[src/rtl/tick_mod_counter.sv]
// Programmable tick divider (CLK_HZ/TICK_HZ) driving a modulo-MOD up/down counter with display digits.
// Define TICK_MOD_COUNTER_BCD_EN for decimal digits; the default build emits hex digits.
module tick_mod_counter #(
    parameter int CLK_HZ  = 50000000,
    parameter int TICK_HZ = 30,
    parameter int MOD     = 30,
    parameter int DIV_W   = 26,
    parameter int CNT_W   = 8
) (
    input  logic             clock,
    input  logic             resetn,
    input  logic             enable,
    input  logic             up,
    input  logic             sclear,
    input  logic             load,
    input  logic [CNT_W-1:0] load_val,
    output logic             tick,
    output logic [CNT_W-1:0] count,
    output logic             wrap,
    output logic [3:0]       digit_lo,
    output logic [3:0]       digit_hi
);

    localparam int DIVISOR = CLK_HZ / TICK_HZ;
    localparam logic [DIV_W-1:0] DIV_LAST = DIV_W'(DIVISOR - 1);
    localparam logic [CNT_W-1:0] MAX_CNT  = CNT_W'(MOD - 1);

    if (DIVISOR < 2) begin : g_bad_divisor
        $error("tick_mod_counter: CLK_HZ/TICK_HZ must be at least 2");
    end
    if (MOD < 2 || MOD > 256 || (2.0 ** CNT_W) < MOD) begin : g_bad_mod
        $error("tick_mod_counter: MOD out of range for CNT_W");
    end
    if ((2.0 ** DIV_W) < DIVISOR) begin : g_bad_div_w
        $error("tick_mod_counter: DIV_W too narrow for DIVISOR");
    end

    logic [DIV_W-1:0] div_q, div_d;
    logic             tick_q, tick_d;
    logic [CNT_W-1:0] count_q, count_d;
    logic             wrap_q, wrap_d;
    logic [3:0]       digit_lo_q, digit_lo_d;
    logic [3:0]       digit_hi_q, digit_hi_d;
    logic             div_last;

    assign div_last = (div_q == DIV_LAST);

    // NOTE: every always_comb output gets a default first so no path can infer a latch.
    always_comb begin
        div_d   = div_last ? '0 : div_q + DIV_W'(1);
        tick_d  = div_last && !sclear;
        count_d = count_q;
        wrap_d  = 1'b0;
        if (sclear) begin
            div_d   = '0;
            count_d = '0;
        end else if (load) begin
            count_d = (load_val > MAX_CNT) ? MAX_CNT : load_val;
        end else if (div_last && enable) begin
            if (up) begin
                if (count_q == MAX_CNT) begin
                    count_d = '0;
                    wrap_d  = 1'b1;
                end else begin
                    count_d = count_q + CNT_W'(1);
                end
            end else begin
                if (count_q == '0) begin
                    count_d = MAX_CNT;
                    wrap_d  = 1'b1;
                end else begin
                    count_d = count_q - CNT_W'(1);
                end
            end
        end
    end

`ifdef TICK_MOD_COUNTER_BCD_EN
    if (MOD > 100) begin : g_bcd_mod_check
        $error("tick_mod_counter: decimal digits require MOD <= 100");
    end

    logic [31:0] count_wide;
    assign count_wide = 32'(count_d);

    always_comb begin
        digit_lo_d = 4'(count_wide % 32'd10);
        digit_hi_d = 4'((count_wide / 32'd10) % 32'd10);
    end
`else
    // Zero-extends narrow counts and drops bits above 7 on wide ones.
    logic [7:0] count_byte;
    assign count_byte = 8'(count_d);

    always_comb begin
        digit_lo_d = count_byte[3:0];
        digit_hi_d = count_byte[7:4];
    end
`endif

    // NOTE: sequential state uses non-blocking assignments so every register samples pre-edge values.
    always_ff @(posedge clock or negedge resetn) begin
        if (!resetn) begin
            div_q      <= '0;
            tick_q     <= 1'b0;
            count_q    <= '0;
            wrap_q     <= 1'b0;
            digit_lo_q <= '0;
            digit_hi_q <= '0;
        end else begin
            div_q      <= div_d;
            tick_q     <= tick_d;
            count_q    <= count_d;
            wrap_q     <= wrap_d;
            digit_lo_q <= digit_lo_d;
            digit_hi_q <= digit_hi_d;
        end
    end

    assign tick     = tick_q;
    assign count    = count_q;
    assign wrap     = wrap_q;
    assign digit_lo = digit_lo_q;
    assign digit_hi = digit_hi_q;

endmodule

[config.mk]
export PLATFORM = sky130hd
export DESIGN_NAME = tick_mod_counter
export DESIGN_NICKNAME = d
export VERILOG_FILES = /design/src/rtl/tick_mod_counter.sv
export SDC_FILE = /design/constraint.sdc
export NUM_CORES = 1
export LEC_CHECK = 0
export BUFFER_PORTS_ARGS = -buffer_cell sky130_fd_sc_hd__buf_2
export CAP_MARGIN = 0
export CORE_AREA = 2 2 71 73
export CTS_CLUSTER_SIZE = 14
export DETAILED_ROUTE_END_ITERATION = 12
export DIE_AREA = 0 0 73 75
export PLACE_DENSITY = 0.72
export SYNTH_ARGS = -nofsm -noshare
export SYNTH_HDL_FRONTEND = slang
export SYNTH_SLANG_ARGS = --single-unit
export TNS_END_PERCENT = 1
[constraint.sdc]
create_clock -name clock -period 1.9 [get_ports clock]
set_input_delay 0.095 -clock clock [delete_from_list [all_inputs] [get_ports clock]]
set_output_delay 0.095 -clock clock [all_outputs]
set_load 0.005 [all_outputs]
==> flow_summary.toml, run 1 <==
[clock_tree]
ctsHtreeMaxLevel = 2
path_clk_slew_ns = 0.07
clock_latency_reported_for_the_late_side_of_the_worst_skew_pair_ns = 0.29
cts.sink_count = 36
tritoncts_clock_tree = "yes"
number_of_buffers_created_by_cts = 5
cts-root-buf = "clkbuf_8"
cts-root-to-sink-buffers = 2

[route]
num_vias = 2041
drt_iter0_drc = 117
wire_per_inst_um = 15.1
antenna_left = 0
dr.pass1.iters = 4
finalWirelength_um = 5440
detail_route.vias_per_cell = 5.65
drcViolationCount = 0

[grt]
grt_max_degree = 37
grt_first_pass_wirelength_um = 8810
vias_in_the_first_global_route = 1887
grt_util_all_layers_pct = 20.9
grt_antenna_before_repair = 0
globalRoute.totalOverflow = 0

[logic_synthesis]
synth_cell_types = 48
synth-seq-area-share_pct = 39.4
synthesis.instances = 257
synthesis.area_per_instance_um2 = 8.90
synth-adder-area-share_pct = 3.28
mappedNetlistNets = 277
netlist_top_cells_area = "dfrtp_1 (39%), xor2_1 (6.5%), nor2_1 (6.4%)"
synth_enable_flop_cells = 0
simple_gate_share_of_the_synthesized_area_pct = 29.7
combinational_family_with_the_most_area_after_synthesis = "simple AND/OR/NAND/NOR gates"
yosysTopAreaCellShare_pct = 39.4
synth_mux_area_share_pct = 0.930
ys_warn_count = 0
ys.flop_type = "dfrtp_1"
synth_xor_xnor_area_share_pct = 9.57
netlist_area_um2 = 2290
yosysTopAreaCell = "dfrtp_1"
synth-compound-area-share_pct = 10.9
postSynthRegisterBits = 36
postSynth.asyncResetShare_pct = 100

[place]
io_buffer_count = 31
post-dp-hpwl_um = 3910
post_dp_cell_area_um2 = 2620
globalplace.congestion = 0.941
placed_cells = 351

[timing]
min_period_ns = 1.84
final-hold-violation-count = 0
fin_worst_skew_ns = 0.00414
maxSlewViolCount = 0
relSlewSlack_pct = 46.6
rsz0062_at_grt = "true"
post-route-period-util_pct = 96.7
maximum_operating_frequency_mhz = 544
worst_pin_slew_ns = 0.801
setup_viol = 0
worst_hold_slack_ns = 0.104

[floorplanning]
rows = 25
die_outline_area_um2 = 5480
placeableCoreArea_um2 = 4660
chipHeight_um = 75
chip_width_um = 73
floorplan.initialDensity_pct = 49.1
design.portCount = 32

[setup_path]
worst_setup_path_start_kind = "flop"
worst_ep_required_time_ns = 2.08
cp_cell_sequence = "inv_1, ha_1, and4bb_2, nand4_1, or2_4, or3_1, and3_1"
worstPathArrival_ns = 2.02
cp_slowest_cell = "dfrtp_1"
timing.critical_path.fanout_max = 5
worstSetupEndpointType = "flop"
slowest_delay_ns = 0.38
critical_path_class = "reg -> reg"

[finish]
diodes_inserted = 0
fin_nets = 326
final_core_occ_pct = 58.9
layout-drive-gt1-share_pct = 27.4
area.growth.synth_to_final_pct = 20.1
instances_no_fill = 361
design_area_um2 = 2750

[power_and_ir_drop]
cellLeakagePower_nw = 1.26
ir_drop_mv = 0.327
power.density_cell_area_nw_per_um2 = 564

[flow_run]
maxCapViolations = 0

[min_path]
hold_class = "in -> reg"

[run_status]
outcome = "complete, no violations"
layer usage:
metal,global-route usage (%),up-vias,part of all wire (%)
li1,-,1014,-
met1,30.3,953,47
met2,31.3,64,46
met3,3.75,10,4.3
met4,7.82,0,2.0
met5,0,-,0
cells in the mapped netlist (7+ instances only):
cell type  count
xor2_1        17
o21ai_0        7
inv_1          9
a21oi_1       12
dfrtp_1       36
nor2_1        39
nand3_1       13
xnor2_1        8
buf_4          8
and3_1         8
nor3_1         7
nand4_1       11
nand2_1       13
power by group:
part / leakage, nW / internal (mW) / total (mW) / switching (mW)
sequential: 0.496 / 0.778 / 0.788 / 0.00985
clock: 0.0424 / 0.262 / 0.534 / 0.272
combinational: 0.722 / 0.0998 / 0.227 / 0.127
cells in the final DEF, fill, tap and decap left out, types with 8 or more instances in the layout:
cell type  netlist  layout
buf_4            8      26
and3_1           8       8
nor2_1          39      39
nand2_1         13      13
xnor2_1          8       8
buf_2            3      31
dfrtp_1         36      36
xor2_1          17      17
nand4_1         11      11
a21oi_1         12      11
inv_1            9       9
nand3_1         13      13
metrics by stage:
step / TNS [ns] / power, mW / setup slack, ns
after floorplan: 0 / 0.926 / 0.0203
after global placement: 0 / 1.01 / 0.0922
after detailed placement: 0 / 1.02 / 0.0467
after CTS: 0 / 1.56 / 0.0192
after global routing: -0.0516 / 1.63 / -0.0274
final: 0 / 1.55 / 0.0623
path summary, 6_finish.rpt:
kind                        startpoint          end  slack, ns  cells after the start
hold / removal             load_val[2]  digit_lo[2]       0.10                      3
setup reg to reg              div_q[1]     count[7]       0.06                      7
setup / recovery              div_q[1]     count[7]       0.06                      7
max in group asynchronous       resetn  digit_lo[1]       0.96                      2
min in group asynchronous       resetn     div_q[4]       0.43                      2
hold reg to reg               div_q[0]     div_q[0]       0.57                      2
cell families after synthesis:
| group | count (synthesis) |
|---|---|
| adder cells (fa/ha/maj) | 6 |
| multiplexers | 2 |
| flip-flops | 36 |
| AND/OR/NAND/NOR | 123 |
| AO/OA/AOI/OAI | 38 |
| buffers and inverters | 27 |
| XOR/XNOR | 25 |
final cells by class:
type | instances | area [µm²]
Fill cell | 404 | 1910
Multi-Input combinational cell | 194 | 1270
Sequential cell | 36 | 901
Timing Repair Buffer | 60 | 392
Clock buffer | 7 | 76.3
Tap cell | 54 | 67.6
Inverter | 9 | 33.8
Clock inverter | 1 | 8.76
sequential cells by signal, indices dropped and copies added (netlist names):
name	cells
wrap	1
tick	1
digit_lo	3
count	2
digit_hi	3
div_q	26
critical path: cells and delay by family, from the launching register on:
family / cells / cell delay [ns]
DFF: 1 / 0.38
and+or+nand+nor: 5 / 1.16
buffers and inverters: 1 / 0.06
adders and majority gates: 1 / 0.14
what timing repair did:
action | 4_1_cts | 5_1_grt
gates resized for setup | 0 | 7
endpoints found under the hold margin | 36 | 0
setup endpoints to repair | 0 | 31
buffers inserted | 0 | 1
hold buffers | 1 | 0
No activity file was read; power rests on OpenSTA's default activity.
==> run 2: changes to the inputs <==
PLACE_DENSITY = 0.84   (was 0.72)
RECOVER_POWER = 100   (was unset)
==> run 2 against run 1 <==
Count of clock-buffer cells in the layout shrank 2. Utilization is 0.27 points higher. Fmax decreased by 1.8%. Critical endpoint unchanged. Sequential power barely moved. Via count rose by 1.7%. Register-to-register slack got worse by 0.03 ns. Combinational power decreased by 5%. Flip-flop and latch count stayed put. Largest power group unchanged. Design area up 0.46%. Clock skew rose by 0.0060 ns. Sequential share of layout area is 0.15 points lower. Largest cell class unchanged. Wire length shrank 2.7%.
==> flow_summary.toml, run 2 (synthesis results as in run 1) <==
[place]
globalplace.congestion = 0.897
post-dp-hpwl_um = 3810
io_buffer_count = 31
post_dp_cell_area_um2 = 2620

[grt]
vias_in_the_first_global_route = 1898
grt_antenna_before_repair = 0
grt_util_all_layers_pct = 20.8
grt_first_pass_wirelength_um = 8760
grt_max_degree = 37
globalRoute.totalOverflow = 0

[floorplanning]
design.portCount = 32
placeableCoreArea_um2 = 4660
die_outline_area_um2 = 5480
chipHeight_um = 75
rows = 25
floorplan.initialDensity_pct = 49.1
chip_width_um = 73

[route]
drt_iter0_drc = 195
met3_length_um = 318
detail_route.vias_per_cell = 5.76
antenna_left = 0
drcViolationCount = 0
dr.pass1.iters = 4
wl_met2_um = 2550
finalWirelength_um = 5290
wl_met1_um = 2340
wire_per_inst_um = 14.7
highest-signal-layer = "met4"
num_vias = 2075

[finish]
layout-drive-gt1-share_pct = 24.8
max_flop_register = "div_q"
fin_nets = 325
ff_latch_area_um2 = 901
fillCellCount = 378
diodes_inserted = 0
area.growth.synth_to_final_pct = 20.6
largest_register_ffs = 26
layout_common_cells = "nor2_1 (39), dfrtp_1 (36), buf_2 (24), buf_4 (23), xor2_1 (17)"
most_frequent_standard_cell_in_the_layout_excluding_fill_and_tap_cells = "nor2_1"
design_area_um2 = 2760
area_of_combinational_cells_with_multiple_inputs_um2 = 1280

[clock_tree]
cts-root-buf = "clkbuf_8"
cts-root-to-sink-buffers = 2
number_of_buffers_created_by_cts = 5
path_clk_slew_ns = 0.07
tritoncts_clock_tree = "yes"
cts_post_setup_buffers_inserted = 0
cts.sink_count = 36
ctsHtreeMaxLevel = 2
clock_latency_reported_for_the_late_side_of_the_worst_skew_pair_ns = 0.30

[power_and_ir_drop]
cellLeakagePower_nw = 1.23
finalPower_mw = 1.68
ir_drop_mv = 0.443
power.density_cell_area_nw_per_um2 = 608

[setup_path]
cp_slowest_cell = "dfrtp_1"
worst_reg2reg_path_startpoint = "div_q[12]"
slowest_delay_ns = 0.43
worst_setup_path_start_kind = "flop"
worstSetupEndpointType = "flop"
timing.critical_path.fanout_max = 5
worst_ep_required_time_ns = 2.08
critical_path.startpoint = "div_q[12]"
worstPathArrival_ns = 2.06
critical_path_class = "reg -> reg"
cp_cell_sequence = "nor4b_2, nand4_1, or2_4, or3_1, and3_1"

[timing]
relSlewSlack_pct = 42.0
setup_viol = 0
rsz0062_at_grt = "true"
maxSlewViolCount = 0
timing.setup.tns_ns = 0
maximum_operating_frequency_mhz = 534
worst_pin_slew_ns = 0.869
post-route-period-util_pct = 98.5
final-hold-violation-count = 0
fin_worst_skew_ns = 0.0102
min_period_ns = 1.87

[flow_run]
maxCapViolations = 0

[min_path]
hp-start = "sclear"
hold_class = "in -> reg"

[run_status]
outcome = "complete, no violations"
-- run 2: report_power, final --
part           internal [mW]  total [mW]  switching, mW
logic                 0.0911       0.215          0.124
clock network          0.388       0.672          0.284
registers              0.778       0.791         0.0133
-- run 2: path summary, 6_finish.rpt --
path | to | slack, ns | cells after the start
worst min register to register | div_q[21] | 0.55 | 2
min in group asynchronous | div_q[9] | 0.44 | 2
worst min-delay path | tick | 0.08 | 2
max in group asynchronous | wrap | 0.91 | 2
worst max-delay path | count[7] | 0.03 | 5
worst max register to register | count[7] | 0.03 | 5
-- run 2: repair_timing --
| action | 4_1_cts | 5_1_grt |
|---|---|---|
| hold buffers | 1 | 0 |
| gates resized for setup | 0 | 7 |
| endpoints found under the hold margin | 36 | 0 |
| setup endpoints to repair | 0 | 8 |
-- run 2: area by class of cell --
cell class                      count  share of cell area, %
Inverter                            9                   1.22
Timing Repair Buffer               59                   13.1
Clock inverter                      3                   1.54
Sequential cell                    36                   32.7
Multi-Input combinational cell    194                   46.5
Tap cell                           54                   2.45
Clock buffer                        5                   2.49
-- run 2: stage by stage --
stage	hold slack [ns]	instances	util [%]	worst slack (ns)
2_1_floorplan	-0.201	257	-	0.0203
3_3_place_gp	0.218	351	56.1	0.0806
3_5_place_dp	0.226	351	56.1	0.0502
4_1_cts	0.0702	360	58.7	0.0288
5_1_grt	0.0830	360	59.2	-0.0373
6_report	0.0757	360	59.2	0.0289
-- run 2: critical path: cells and delay by family, from the launching register on --
kind	cells	cell delay [ns]
AND/OR/NAND/NOR	5	1.32
flip-flops	1	0.43
-- run 2: routing by layer --
| metal | track usage (%) | vias up |
|---|---|---|
| met5 | 0 | - |
| met4 | 8.64 | 0 |
| met3 | 5.09 | 5 |
| met2 | 32.2 | 72 |
| met1 | 28.1 | 996 |
| li1 | - | 1002 |
